**src/rtl/alu_ctrl_mdu_pkg.sv**
```systemverilog
// Shared definitions for the ALU control / multiply-divide block.
// Holds the ALUoper codes, funct codes, ALUop encodings, HI/LO select and
// sequencer state encodings, plus the combinational ALUop/Func decoder.
package alu_ctrl_mdu_pkg;

  // ALUoper codes; 0/1/2/6/7 keep the legacy 3-bit meaning
  localparam logic [3:0] OP_AND  = 4'd0;
  localparam logic [3:0] OP_OR   = 4'd1;
  localparam logic [3:0] OP_ADD  = 4'd2;
  localparam logic [3:0] OP_XOR  = 4'd3;
  localparam logic [3:0] OP_NOR  = 4'd4;
  localparam logic [3:0] OP_SLL  = 4'd5;
  localparam logic [3:0] OP_SUB  = 4'd6;
  localparam logic [3:0] OP_SLT  = 4'd7;
  localparam logic [3:0] OP_SLTU = 4'd8;
  localparam logic [3:0] OP_SRL  = 4'd9;
  localparam logic [3:0] OP_SRA  = 4'd10;
  localparam logic [3:0] OP_NOP  = 4'd15;

  // ALUop encodings from the main control FSM
  localparam logic [1:0] ALUOP_ADD   = 2'b00;
  localparam logic [1:0] ALUOP_SUB   = 2'b01;
  localparam logic [1:0] ALUOP_RTYPE = 2'b10;
  localparam logic [1:0] ALUOP_SLT   = 2'b11;

  // funct field values
  localparam logic [5:0] FN_SLL  = 6'b000000;
  localparam logic [5:0] FN_SRL  = 6'b000010;
  localparam logic [5:0] FN_SRA  = 6'b000011;
  localparam logic [5:0] FN_MFHI = 6'b010000;
  localparam logic [5:0] FN_MFLO = 6'b010010;
  localparam logic [5:0] FN_ADD  = 6'b100000;
  localparam logic [5:0] FN_ADDU = 6'b100001;
  localparam logic [5:0] FN_SUB  = 6'b100010;
  localparam logic [5:0] FN_SUBU = 6'b100011;
  localparam logic [5:0] FN_AND  = 6'b100100;
  localparam logic [5:0] FN_OR   = 6'b100101;
  localparam logic [5:0] FN_XOR  = 6'b100110;
  localparam logic [5:0] FN_NOR  = 6'b100111;
  localparam logic [5:0] FN_SLT  = 6'b101010;
  localparam logic [5:0] FN_SLTU = 6'b101011;
  // mult/multu/div/divu share the upper four funct bits
  localparam logic [3:0] FN_MD_HI4 = 4'b0110;

  // multiply/divide sub-op, taken from funct[1:0]
  localparam logic [1:0] MD_MULT  = 2'b00;
  localparam logic [1:0] MD_MULTU = 2'b01;
  localparam logic [1:0] MD_DIV   = 2'b10;
  localparam logic [1:0] MD_DIVU  = 2'b11;

  // hilo_rd select
  localparam logic [1:0] HILO_NONE = 2'b00;
  localparam logic [1:0] HILO_HI   = 2'b01;
  localparam logic [1:0] HILO_LO   = 2'b10;

  typedef enum logic [1:0] {
    MD_IDLE = 2'd0,
    MD_CALC = 2'd1,
    MD_FIX  = 2'd2
  } md_state_e;

  typedef struct packed {
    logic [3:0] oper;
    logic [1:0] hilo;
    logic       md_op;
  } dec_t;

  function automatic dec_t decode(input logic [1:0] aluop, input logic [5:0] func);
    dec_t d;
    d.oper  = OP_NOP;
    d.hilo  = HILO_NONE;
    d.md_op = 1'b0;
    case (aluop)
      ALUOP_ADD: d.oper = OP_ADD;
      ALUOP_SUB: d.oper = OP_SUB;
      ALUOP_SLT: d.oper = OP_SLT;
      default: begin
        if (func[5:2] == FN_MD_HI4) begin
          d.md_op = 1'b1;
        end else begin
          case (func)
            FN_ADD, FN_ADDU: d.oper = OP_ADD;
            FN_SUB, FN_SUBU: d.oper = OP_SUB;
            FN_AND:          d.oper = OP_AND;
            FN_OR:           d.oper = OP_OR;
            FN_XOR:          d.oper = OP_XOR;
            FN_NOR:          d.oper = OP_NOR;
            FN_SLT:          d.oper = OP_SLT;
            FN_SLTU:         d.oper = OP_SLTU;
            FN_SLL:          d.oper = OP_SLL;
            FN_SRL:          d.oper = OP_SRL;
            FN_SRA:          d.oper = OP_SRA;
            FN_MFHI:         d.hilo = HILO_HI;
            FN_MFLO:         d.hilo = HILO_LO;
            default:         d.oper = OP_NOP;
          endcase
        end
      end
    endcase
    return d;
  endfunction

endpackage

```
**src/rtl/alu_ctrl_mdu_md_iter.sv**
```systemverilog
// Iterative multiply/divide datapath: IDLE -> CALC (WIDTH steps) -> FIX -> IDLE.
// Latency: done_o rises WIDTH+1 edges after the start edge (1 edge for divide-by-zero).
// Backpressure: none; start_i must only be raised while busy_o=0 (qualified by the parent).
// Ports: clk/rst; start_i, op_i (funct[1:0]), a_i/b_i operands; busy_o, done_o, dz_o
// pulse flags; wr_o with hi_o/lo_o is the one-cycle result write during FIX.
module md_iter
  import alu_ctrl_mdu_pkg::*;
#(
  parameter int WIDTH = 32
) (
  input  logic             clk,
  input  logic             rst,
  input  logic             start_i,
  input  logic [1:0]       op_i,
  input  logic [WIDTH-1:0] a_i,
  input  logic [WIDTH-1:0] b_i,
  output logic             busy_o,
  output logic             done_o,
  output logic             dz_o,
  output logic             wr_o,
  output logic [WIDTH-1:0] hi_o,
  output logic [WIDTH-1:0] lo_o
);

  localparam int CW = $clog2(WIDTH + 1);

  md_state_e          state_q, state_d;
  logic [CW-1:0]      cnt_q, cnt_d;
  // multiply: {partial product upper, multiplier being shifted out}
  // divide:   {partial remainder, dividend shifting into quotient}
  logic [2*WIDTH-1:0] acc_q, acc_d;
  logic [WIDTH-1:0]   opb_q, opb_d;   // |multiplicand| or |divisor|
  logic [1:0]         op_q, op_d;
  logic               sa_q, sa_d, sb_q, sb_d;
  logic               dz_q, dz_d;
  logic               done_q, done_d;
  logic               dzout_q, dzout_d;

  logic               in_signed, neg_a, neg_b;
  logic [WIDTH-1:0]   mag_a, mag_b;
  logic [WIDTH:0]     mul_sum;
  logic [2*WIDTH:0]   div_sh;
  logic               div_ge;
  logic [WIDTH-1:0]   div_sub;
  logic [2*WIDTH-1:0] step_nxt;
  logic               fix_signed, fix_div;
  logic [2*WIDTH-1:0] prod_fix;
  logic [WIDTH-1:0]   quo_fix, rem_fix;

  // Operand magnitudes; signed ops are funct[0]=0
  always_comb begin
    in_signed = ~op_i[0];
    neg_a     = in_signed & a_i[WIDTH-1];
    neg_b     = in_signed & b_i[WIDTH-1];
    mag_a     = neg_a ? -a_i : a_i;
    mag_b     = neg_b ? -b_i : b_i;
  end

  // One iteration step for either operation
  always_comb begin
    mul_sum = {1'b0, acc_q[2*WIDTH-1:WIDTH]} + (acc_q[0] ? {1'b0, opb_q} : '0);
    div_sh  = {acc_q, 1'b0};
    div_ge  = div_sh[2*WIDTH:WIDTH] >= {1'b0, opb_q};
    // remainder always fits WIDTH bits after a successful subtract
    div_sub = div_sh[2*WIDTH-1:WIDTH] - opb_q;
    if (op_q[1]) begin
      step_nxt = div_ge ? {div_sub, div_sh[WIDTH-1:1], 1'b1} : div_sh[2*WIDTH-1:0];
    end else begin
      step_nxt = {mul_sum, acc_q[WIDTH-1:1]};
    end
  end

  // Sign fix-up of the unsigned magnitude result
  always_comb begin
    fix_signed = ~op_q[0];
    fix_div    = op_q[1];
    prod_fix   = (fix_signed & (sa_q ^ sb_q)) ? -acc_q : acc_q;
    quo_fix    = (fix_signed & (sa_q ^ sb_q)) ? -acc_q[WIDTH-1:0] : acc_q[WIDTH-1:0];
    rem_fix    = (fix_signed & sa_q) ? -acc_q[2*WIDTH-1:WIDTH] : acc_q[2*WIDTH-1:WIDTH];
    hi_o       = fix_div ? rem_fix : prod_fix[2*WIDTH-1:WIDTH];
    lo_o       = fix_div ? quo_fix : prod_fix[WIDTH-1:0];
    wr_o       = (state_q == MD_FIX) & ~dz_q;
  end

  always_comb begin
    state_d = state_q;
    cnt_d   = cnt_q;
    acc_d   = acc_q;
    opb_d   = opb_q;
    op_d    = op_q;
    sa_d    = sa_q;
    sb_d    = sb_q;
    dz_d    = dz_q;
    done_d  = 1'b0;
    dzout_d = 1'b0;
    case (state_q)
      MD_IDLE: begin
        if (start_i) begin
          op_d  = op_i;
          sa_d  = neg_a;
          sb_d  = neg_b;
          cnt_d = '0;
          acc_d = {{WIDTH{1'b0}}, mag_a};
          opb_d = mag_b;
          if (op_i[1] && (b_i == '0)) begin
            dz_d    = 1'b1;
            state_d = MD_FIX;
          end else begin
            dz_d    = 1'b0;
            state_d = MD_CALC;
          end
        end
      end
      MD_CALC: begin
        acc_d = step_nxt;
        if (cnt_q == CW'(WIDTH - 1)) begin
          state_d = MD_FIX;
        end else begin
          cnt_d = cnt_q + CW'(1);
        end
      end
      MD_FIX: begin
        done_d  = 1'b1;
        dzout_d = dz_q;
        state_d = MD_IDLE;
      end
      default: state_d = MD_IDLE;
    endcase
  end

  always_ff @(posedge clk) begin
    if (rst) begin
      state_q <= MD_IDLE;
      cnt_q   <= '0;
      acc_q   <= '0;
      opb_q   <= '0;
      op_q    <= '0;
      sa_q    <= 1'b0;
      sb_q    <= 1'b0;
      dz_q    <= 1'b0;
      done_q  <= 1'b0;
      dzout_q <= 1'b0;
    end else begin
      state_q <= state_d;
      cnt_q   <= cnt_d;
      acc_q   <= acc_d;
      opb_q   <= opb_d;
      op_q    <= op_d;
      sa_q    <= sa_d;
      sb_q    <= sb_d;
      dz_q    <= dz_d;
      done_q  <= done_d;
      dzout_q <= dzout_d;
    end
  end

  assign busy_o = (state_q != MD_IDLE);
  assign done_o = done_q;
  assign dz_o   = dzout_q;

endmodule

```
**src/rtl/alu_ctrl_mdu.sv**
```systemverilog
// ALU control with registered wide op decode plus iterative multiply/divide and HI/LO.
// Latency: decode 1 edge after dec_en; md_done WIDTH+2 edges counting the accepting edge.
// Backpressure: md_start ignored unless md_op=1 and sequencer idle; main FSM stalls on md_busy.
// Ports: clk/rst; ALUop, Func, dec_en decode inputs; ALUoper, hilo_rd, md_op decode outputs;
// md_start, src_a, src_b start request; md_busy, md_done, div_by_zero status; hi, lo results.
module alu_ctrl_mdu
  import alu_ctrl_mdu_pkg::*;
#(
  parameter int WIDTH = 32,
  parameter int OPW   = 4
) (
  input  logic             clk,
  input  logic             rst,
  input  logic [1:0]       ALUop,
  input  logic [5:0]       Func,
  input  logic             dec_en,
  output logic [OPW-1:0]   ALUoper,
  output logic [1:0]       hilo_rd,
  output logic             md_op,
  input  logic             md_start,
  input  logic [WIDTH-1:0] src_a,
  input  logic [WIDTH-1:0] src_b,
  output logic             md_busy,
  output logic             md_done,
  output logic             div_by_zero,
  output logic [WIDTH-1:0] hi,
  output logic [WIDTH-1:0] lo
);

  dec_t             dec;
  logic [OPW-1:0]   aluoper_q, aluoper_d;
  logic [1:0]       hilo_q, hilo_d;
  logic             md_op_q, md_op_d;
  logic [1:0]       mdfn_q, mdfn_d;   // funct[1:0] captured with the decode
  logic [WIDTH-1:0] hi_q, hi_d, lo_q, lo_d;

  logic             md_accept;
  logic             md_wr;
  logic [WIDTH-1:0] md_hi, md_lo;

  // FSM idle is equivalent to busy low, including the md_done cycle
  assign md_accept = md_start & md_op_q & ~md_busy;

  md_iter #(.WIDTH(WIDTH)) u_md_iter (
    .clk     (clk),
    .rst     (rst),
    .start_i (md_accept),
    .op_i    (mdfn_q),
    .a_i     (src_a),
    .b_i     (src_b),
    .busy_o  (md_busy),
    .done_o  (md_done),
    .dz_o    (div_by_zero),
    .wr_o    (md_wr),
    .hi_o    (md_hi),
    .lo_o    (md_lo)
  );

  always_comb begin
    dec       = decode(ALUop, Func);
    aluoper_d = aluoper_q;
    hilo_d    = hilo_q;
    md_op_d   = md_op_q;
    mdfn_d    = mdfn_q;
    if (dec_en) begin
      aluoper_d = OPW'(dec.oper);
      hilo_d    = dec.hilo;
      md_op_d   = dec.md_op;
      mdfn_d    = Func[1:0];
    end
    hi_d = hi_q;
    lo_d = lo_q;
    // results land on the same edge that raises md_done
    if (md_wr) begin
      hi_d = md_hi;
      lo_d = md_lo;
    end
  end

  always_ff @(posedge clk) begin
    if (rst) begin
      aluoper_q <= OPW'(OP_ADD);
      hilo_q    <= HILO_NONE;
      md_op_q   <= 1'b0;
      mdfn_q    <= MD_MULT;
      hi_q      <= '0;
      lo_q      <= '0;
    end else begin
      aluoper_q <= aluoper_d;
      hilo_q    <= hilo_d;
      md_op_q   <= md_op_d;
      mdfn_q    <= mdfn_d;
      hi_q      <= hi_d;
      lo_q      <= lo_d;
    end
  end

  assign ALUoper = aluoper_q;
  assign hilo_rd = hilo_q;
  assign md_op   = md_op_q;
  assign hi      = hi_q;
  assign lo      = lo_q;

endmodule

```
**config.mk**
```make
export PLATFORM = sky130hd
export DESIGN_NAME = alu_ctrl_mdu
export DESIGN_NICKNAME = d
export VERILOG_FILES = /design/src/rtl/alu_ctrl_mdu_pkg.sv /design/src/rtl/alu_ctrl_mdu_md_iter.sv /design/src/rtl/alu_ctrl_mdu.sv
export SDC_FILE = /design/constraint.sdc
export NUM_CORES = 1
export LEC_CHECK = 0
export BUFFER_PORTS_ARGS = -buffer_cell sky130_fd_sc_hd__buf_2
export CAP_MARGIN = 20
export CORE_UTILIZATION = 30
export CTS_CLUSTER_SIZE = 20
export DETAILED_ROUTE_END_ITERATION = 10
export GPL_TIMING_DRIVEN = 0
export PLACE_DENSITY = 0.49
export SYNTH_ARGS = -nofsm -noshare
export SYNTH_HDL_FRONTEND = slang
export SYNTH_HIERARCHICAL = 1
export SYNTH_SLANG_ARGS = --single-unit
```
**constraint.sdc**
```tcl
create_clock -name clk -period 4.6 [get_ports clk]
set_clock_uncertainty 0.2 [all_clocks]
set_input_delay 0.23 -clock clk [delete_from_list [all_inputs] [get_ports clk]]
set_output_delay 0.23 -clock clk [all_outputs]
set_load 0.01 [all_outputs]
```
Word-level counts from Yosys, hierarchy flattened

Index checks and enable logic that the tools add are counted.

$lt $le $gt $ge: 1
Add/subtract/negate cells: 8
Mux-type cells: 27
Bitwise gates (word level): 13
Equal/unequal tests: 23
Reductions and logical operators: 15

Operators by type and width:

| operator              | number |
|---|---|
| $mux W64              | 4 |
| $mux W32              | 7 |
| $neg A32 Y32          | 4 |
| $pmux W64 S2          | 1 |
| $neg A64 Y64          | 1 |
| $eq A6 B6 Y1 const B  | 10 |
| $pmux W4 S11          | 1 |
| $add A32 B33 Y33      | 1 |
| $ge A33 B32 Y1        | 1 |
| $logic_not A32 Y1     | 1 |
| $sub A32 B32 Y32      | 1 |
| $eq A6 B5 Y1 const B  | 3 |
| $mux W6               | 3 |
| $eq A6 B2 Y1 const B  | 2 |
| $pmux W4 S3           | 1 |
| $pmux W6 S2           | 1 |
| $pmux W2 S2           | 2 |
| $and A1 B1 Y1         | 7 |
| $add A6 B1 Y6 const B | 1 |
| $logic_not A6 Y1      | 1 |
| $mux W2               | 3 |
| $reduce_and A2 Y1     | 3 |
| $reduce_or A2 Y1      | 3 |
| $not A1 Y1            | 5 |
| 13 further kinds      | 20 |

Flip-flop bits (word level): 184
Bits of input ports: 76
Logic and storage cells: 103
Output and inout bits: 74

Logic depth before layout (Yosys ltp)

Word-level depth: 5
Depth in mapped cells: 14
Depth with buffers taken out: 13

Cells and area by module

Netlist, hierarchy kept.

Modules (own cells, without submodules):

| module       | area an instance (µm²) | times used | cells each | seq. area each (µm²) |
|---|---|---|---|---|
| md_iter      | 11277.1                | 1          | 1552       | 2222.1 |
| alu_ctrl_mdu | 2798.9                 | 1          | 276        | 1461.4 |

Worst setup path before layout

No wires, ideal clock.

Path kind: reg-to-reg
From: register u_md_iter.acc_q[0]
To: register u_md_iter.acc_q[62]
Stages on the path, launching flop included: 15
Library setup time: 131 ps
Period minus slack after synthesis: 3545 ps
Required time: 4269 ps
Path slack: 1055 ps
Arrival: 3215 ps
Path buffers: 2
Path through: dfxtp_1 -> inv_1 -> clkbuf_1 -> nor2_1 -> ha_1 -> clkbuf_1 -> and2_1 -> a311oi_1 -> o221ai_1 -> a221oi_1 -> o21ai_1 -> a311oi_1 -> o21ai_0 -> xnor2_1 -> o21ai_0

Word-level cells in the longest chain between the ends: 4

RTL lines:

| what                   | line                        | text |
|---|---|---|
| from (decl)            | alu_ctrl_mdu_md_iter.sv:31  | `logic [2*WIDTH-1:0] acc_q, acc_d;` |
| from (signal assigned) | alu_ctrl_mdu_md_iter.sv:135 | `acc_q <= '0;` |
| from (signal assigned) | alu_ctrl_mdu_md_iter.sv:146 | `acc_q <= acc_d;` |
| $mux W32               | alu_ctrl_mdu_md_iter.sv:61  | `mul_sum = {1'b0, acc_q[2*WIDTH-1:WIDTH]} + (acc_q[0] ? {1'b0, opb_q} : '0);` |
| $add A32 B33 Y33       | alu_ctrl_mdu_md_iter.sv:61  |  |
| $mux W64               | alu_ctrl_mdu_md_iter.sv:66  | `if (op_q[1]) begin` |
| $pmux W64 S2           | alu_ctrl_mdu_md_iter.sv:96  | `case (state_q)` |

Every way passes these cells.
A chain may end at the register's enable or synchronous reset.

Worst setup path after layout

From: register u_md_iter.acc_q[31]
To: register u_md_iter.acc_q[56]

Word-level cells in the longest chain between the ends: 4
Elaborated cells between the ends (all ways): 5
Classes of those cells: add/sub (1); order compare (1); mux (3)

RTL lines:

| what                                               | line                                                   | text |
|---|---|---|
| $sub A32 B32 Y32 or $ge A33 B32 Y1 (tied branches) | alu_ctrl_mdu_md_iter.sv:65, alu_ctrl_mdu_md_iter.sv:63 |  |
| $mux W64 *                                         | alu_ctrl_mdu_md_iter.sv:67                             | `step_nxt = div_ge ? {div_sub, div_sh[WIDTH-1:1], 1'b1} : div_sh[2*WIDTH-1:0];` |
| $mux W64 *                                         | alu_ctrl_mdu_md_iter.sv:66                             |  |
| $pmux W64 S2 *                                     | alu_ctrl_mdu_md_iter.sv:96                             |  |

Mark *: on every way between the ends. The rest lies on a longest branch, timed or not.

==> flow_summary.toml <==
[worst_setup_path]
timing.rr.start = "u_md_iter/acc_q[31]"
crit_type = "flop to flop"
worst_setup_path_start_kind = "flop"
worst_setup_path_end_kind = "flop"
r2r.worst_path.cells = 13
cp_max_fo = 5
r2r_end = "u_md_iter/acc_q[56]"
crit_required_ps = 4760
arrival_ps = 4540
r2r_slack_ps = 210

[place]
dp_slack_ps = -602.9
dp.cells = 2581
place.gp.congestion = 0.9329
dp_hpwl_um = 41950
port_buffers = 145

[run]
cap_violations = 0

[timing]
worst_pin_slew_ps = 1018
fin_setup_tns_ps = 0
finalMaxSlewViolations = 0
period_share_pct = 95.41
layout_min_cycle_time_ps = 4389
max-slew-margin-rel_pct = 31.42
fin_ws_ps = 211.2
rsz0062_at_grt = "false"
max_freq_mhz = 227.9
holdWs_ps = 23.88
finalHoldViolations = 0
setup_violations = 0

[pwr]
p_per_area_nw_per_um2 = 340.2
power_w = 0.005653
p_leak_nw = 6.718
vdd_ir_drop_max_uv = 240.0

[synthesis]
synth_edf_count = 0
synth.distinct_cells = 78
yosys_warnings = 6
synthArstFlopShare_pct = 0
synth_seq_area_share_pct = 26.17
yosysTopAreaCell = "dfxtp_1"
synth_area_leaders = "dfxtp_1 26%, mux2i_1 7.7%, nor2_1 7.5%"
synth_flop_cell = "dfxtp_1"
ys_ff_latch = 184
synth_area_per_cell_um2 = 7.700
synth_cells = 1828
synth.top_cell.area_share_pct = 26.17
netlist_area_um2 = 14080
synth_nets = 1975

[drt]
drt-pass1-iter-count = 6
drcViolationCount = 0
routed_via_density = 5.344
totalWireLength_um = 53360
via_count = 14190
initialDrtViolationCount = 1032
postRouteAntennaNets = 0
wire_per_inst_um = 20.10

[cts]
cts_root_buffer = "clkbuf_16"
cts_tree = "built"
cts_max_path_buffers = 2
h-tree-depth = 4
clk_latency_ps = 470
numClockSinks = 184
clkTransAtPathRegs_ps = 70
numCtsBuffers = 17

[die]
die_h_um = 218.6
core_um2 = 46460
pin_count = 150
num_rows = 79
start_util_pct = 30.30
die_w_um = 218.6
die_area_um2 = 47790

[final_layout]
fillers = 4981
n_antenna_cell = 0
fin_cells = 2655
final_layout_size_suffix_gt1_share_pct = 11.67
layout.nets = 2183
syn_to_final_growth_pct = 18.04

[grt]
grtUsageTotal_pct = 22.27
grt_pass1_wl_um = 81030
grt_overflow = 0
grt_max_degree = 19
antenna_found_initial = 2
grt_pass1_vias = 13830

[worst_hold_path]
worstHoldEndpoint = "u_md_iter/opb_q[5]"
min_path_cells = 3
hp-class = "primary input to flop"
min-delay-start = "src_b[5]"

[status]
outcome = "complete, no violations"
-- timing repair --
action	CTS	global route
buffers inserted	0	2
endpoints found under the hold margin	39	0
hold buffers	41	0
cloned	0	0
resized for setup	5	18
pin swaps	0	1
endpoints found under the setup margin	30	32
-- power by group --
group          total (W)  switching [W]  internal [W]
combinational    0.00250        0.00158      0.000923
clock            0.00146       0.000748      0.000714
sequential       0.00169      0.0000465       0.00164
total            0.00565        0.00237       0.00328
-- Yosys cell counts, drive strengths merged, types with 6 or more instances --
cell type and number:
o211ai 16, a22oi 16, and3 16, o31a 6, o21a 12, a311oi 10, o31ai 16, o21ai 103
o221ai 7, nand2 113, nand2b 21, buf 22, or3 21, nor2 282, mux2i 108, or4 9
xnor2 87, nand4 11, nor2b 22, nor4 20, or2 7, nor4b 6, nand3 18, a31oi 17
ha 69, dfxtp 184, and2 8, o41ai 17, clkbuf 87, a21oi 145, xor2 86, inv 76
a21o 24, a211oi 68, nor3 37
-- layer usage --
metal | track usage [%] | wire (um)
met3 | 3.479 | 2344
met1 | 28.20 | 23590
met4 | 6.807 | 1329
met2 | 38.41 | 26080
met5 | 0 | 23
-- critical path, cell delays in order, from the launching register on --
cell,delay (ps)
dfxtp_1,400
inv_1,150
ha_1,190
inv_1,60
fa_1,450
a211oi_1,370
o211ai_1,260
a31oi_1,370
o21ai_0,420
a211o_1,470
a311o_1,400
xnor2_1,210
nand3_1,110
a22o_1,210
-- stage by stage --
step	instance area (um^2)	utilization, %
5_1_grt	16620	35.77
2_1_floorplan	14080	-
3_5_place_dp	15570	33.51
4_1_cts	16560	35.64
3_3_place_gp	15560	33.50
6_report	16620	35.77
-- placed cells by master, fill, tap and decap left out, types with 9 or more instances in the layout --
| cell | netlist | routed |
|---|---|---|
| clkbuf_16 | 0 | 17 |
| buf_2 | 4 | 150 |
| a311oi_1 | 10 | 9 |
| clkbuf_1 | 86 | 80 |
| nand3_1 | 18 | 18 |
| a211oi_1 | 68 | 68 |
| ha_1 | 69 | 69 |
| nor3_1 | 36 | 35 |
| dlygate4sd3_1 | 0 | 41 |
| xor2_1 | 86 | 86 |
| nand2_1 | 112 | 112 |
| o21ai_0 | 100 | 100 |
| buf_4 | 11 | 13 |
| nor2b_1 | 22 | 22 |
| or3_1 | 21 | 21 |
| mux2i_1 | 108 | 108 |
| nor4_1 | 16 | 16 |
| nand4_1 | 11 | 11 |
| o211ai_1 | 16 | 16 |
| and3_1 | 16 | 16 |
| dfxtp_1 | 184 | 183 |
| a21oi_1 | 145 | 145 |
| nor2_1 | 280 | 280 |
| a31oi_1 | 17 | 17 |
| xnor2_1 | 87 | 87 |
| a21o_1 | 24 | 24 |
| nand2b_1 | 21 | 21 |
| o41ai_1 | 16 | 15 |
| inv_1 | 75 | 75 |
| o21a_1 | 12 | 12 |
| a22oi_1 | 16 | 16 |
| o31ai_1 | 16 | 16 |
-- state kept, by name (all words and copies together) (netlist names) --
name / flops
u_md_iter/acc_q: 64
hi: 32
lo: 32
u_md_iter/opb_q: 32
u_md_iter/cnt_q: 6
ALUoper: 4
hilo_rd: 2
mdfn_q: 2
u_md_iter/op_q: 2
u_md_iter/state_q: 2
md_op: 1
u_md_iter/done_o: 1
u_md_iter/dz_o: 1
u_md_iter/dz_q: 1
u_md_iter/sa_q: 1
u_md_iter/sb_q: 1
-- cell type report --
cell class | instances | area [um^2] | area share [%]
buffer | 109 | 479.2 | 2.884
clock buffer | 17 | 425.4 | 2.560
clock inverter | 14 | 140.1 | 0.8434
inverter | 76 | 285.3 | 1.717
multi-input combinational | 1459 | 9686 | 58.29
sequential | 184 | 3685 | 22.18
tap | 607 | 759.5 | 4.571
timing repair buffer | 189 | 1156 | 6.958
-- cell families after synthesis --
family                     count (synthesis)  synth area share, %
AOI/OAI and AO/OA                        507                23.38
xor gates and xnor gates                 173                10.76
muxes                                    111                7.920
and+or+nand+nor                          597                19.97
adders and majority gates                 71                6.418
DFF                                      184                26.17
buffers and inverters                    185                5.378
-- worst max-delay path by stage --
stage | from | to | slack (ps) | depth (start not counted)
final | u_md_iter/acc_q[31] | u_md_iter/acc_q[56] | 210 | 13
after global routing | u_md_iter/acc_q[31] | u_md_iter/acc_q[56] | 2 | 13
after CTS | u_md_iter/acc_q[0] | hi[26] | 9 | 14
after detailed placement | u_md_iter/opb_q[14] | u_md_iter/acc_q[56] | -600 | 13
after global placement | u_md_iter/opb_q[14] | u_md_iter/acc_q[56] | -640 | 13
after floorplan | u_md_iter/acc_q[0] | u_md_iter/acc_q[62] | 1050 | 14
Note: power is estimated with default switching activity, not from simulation.
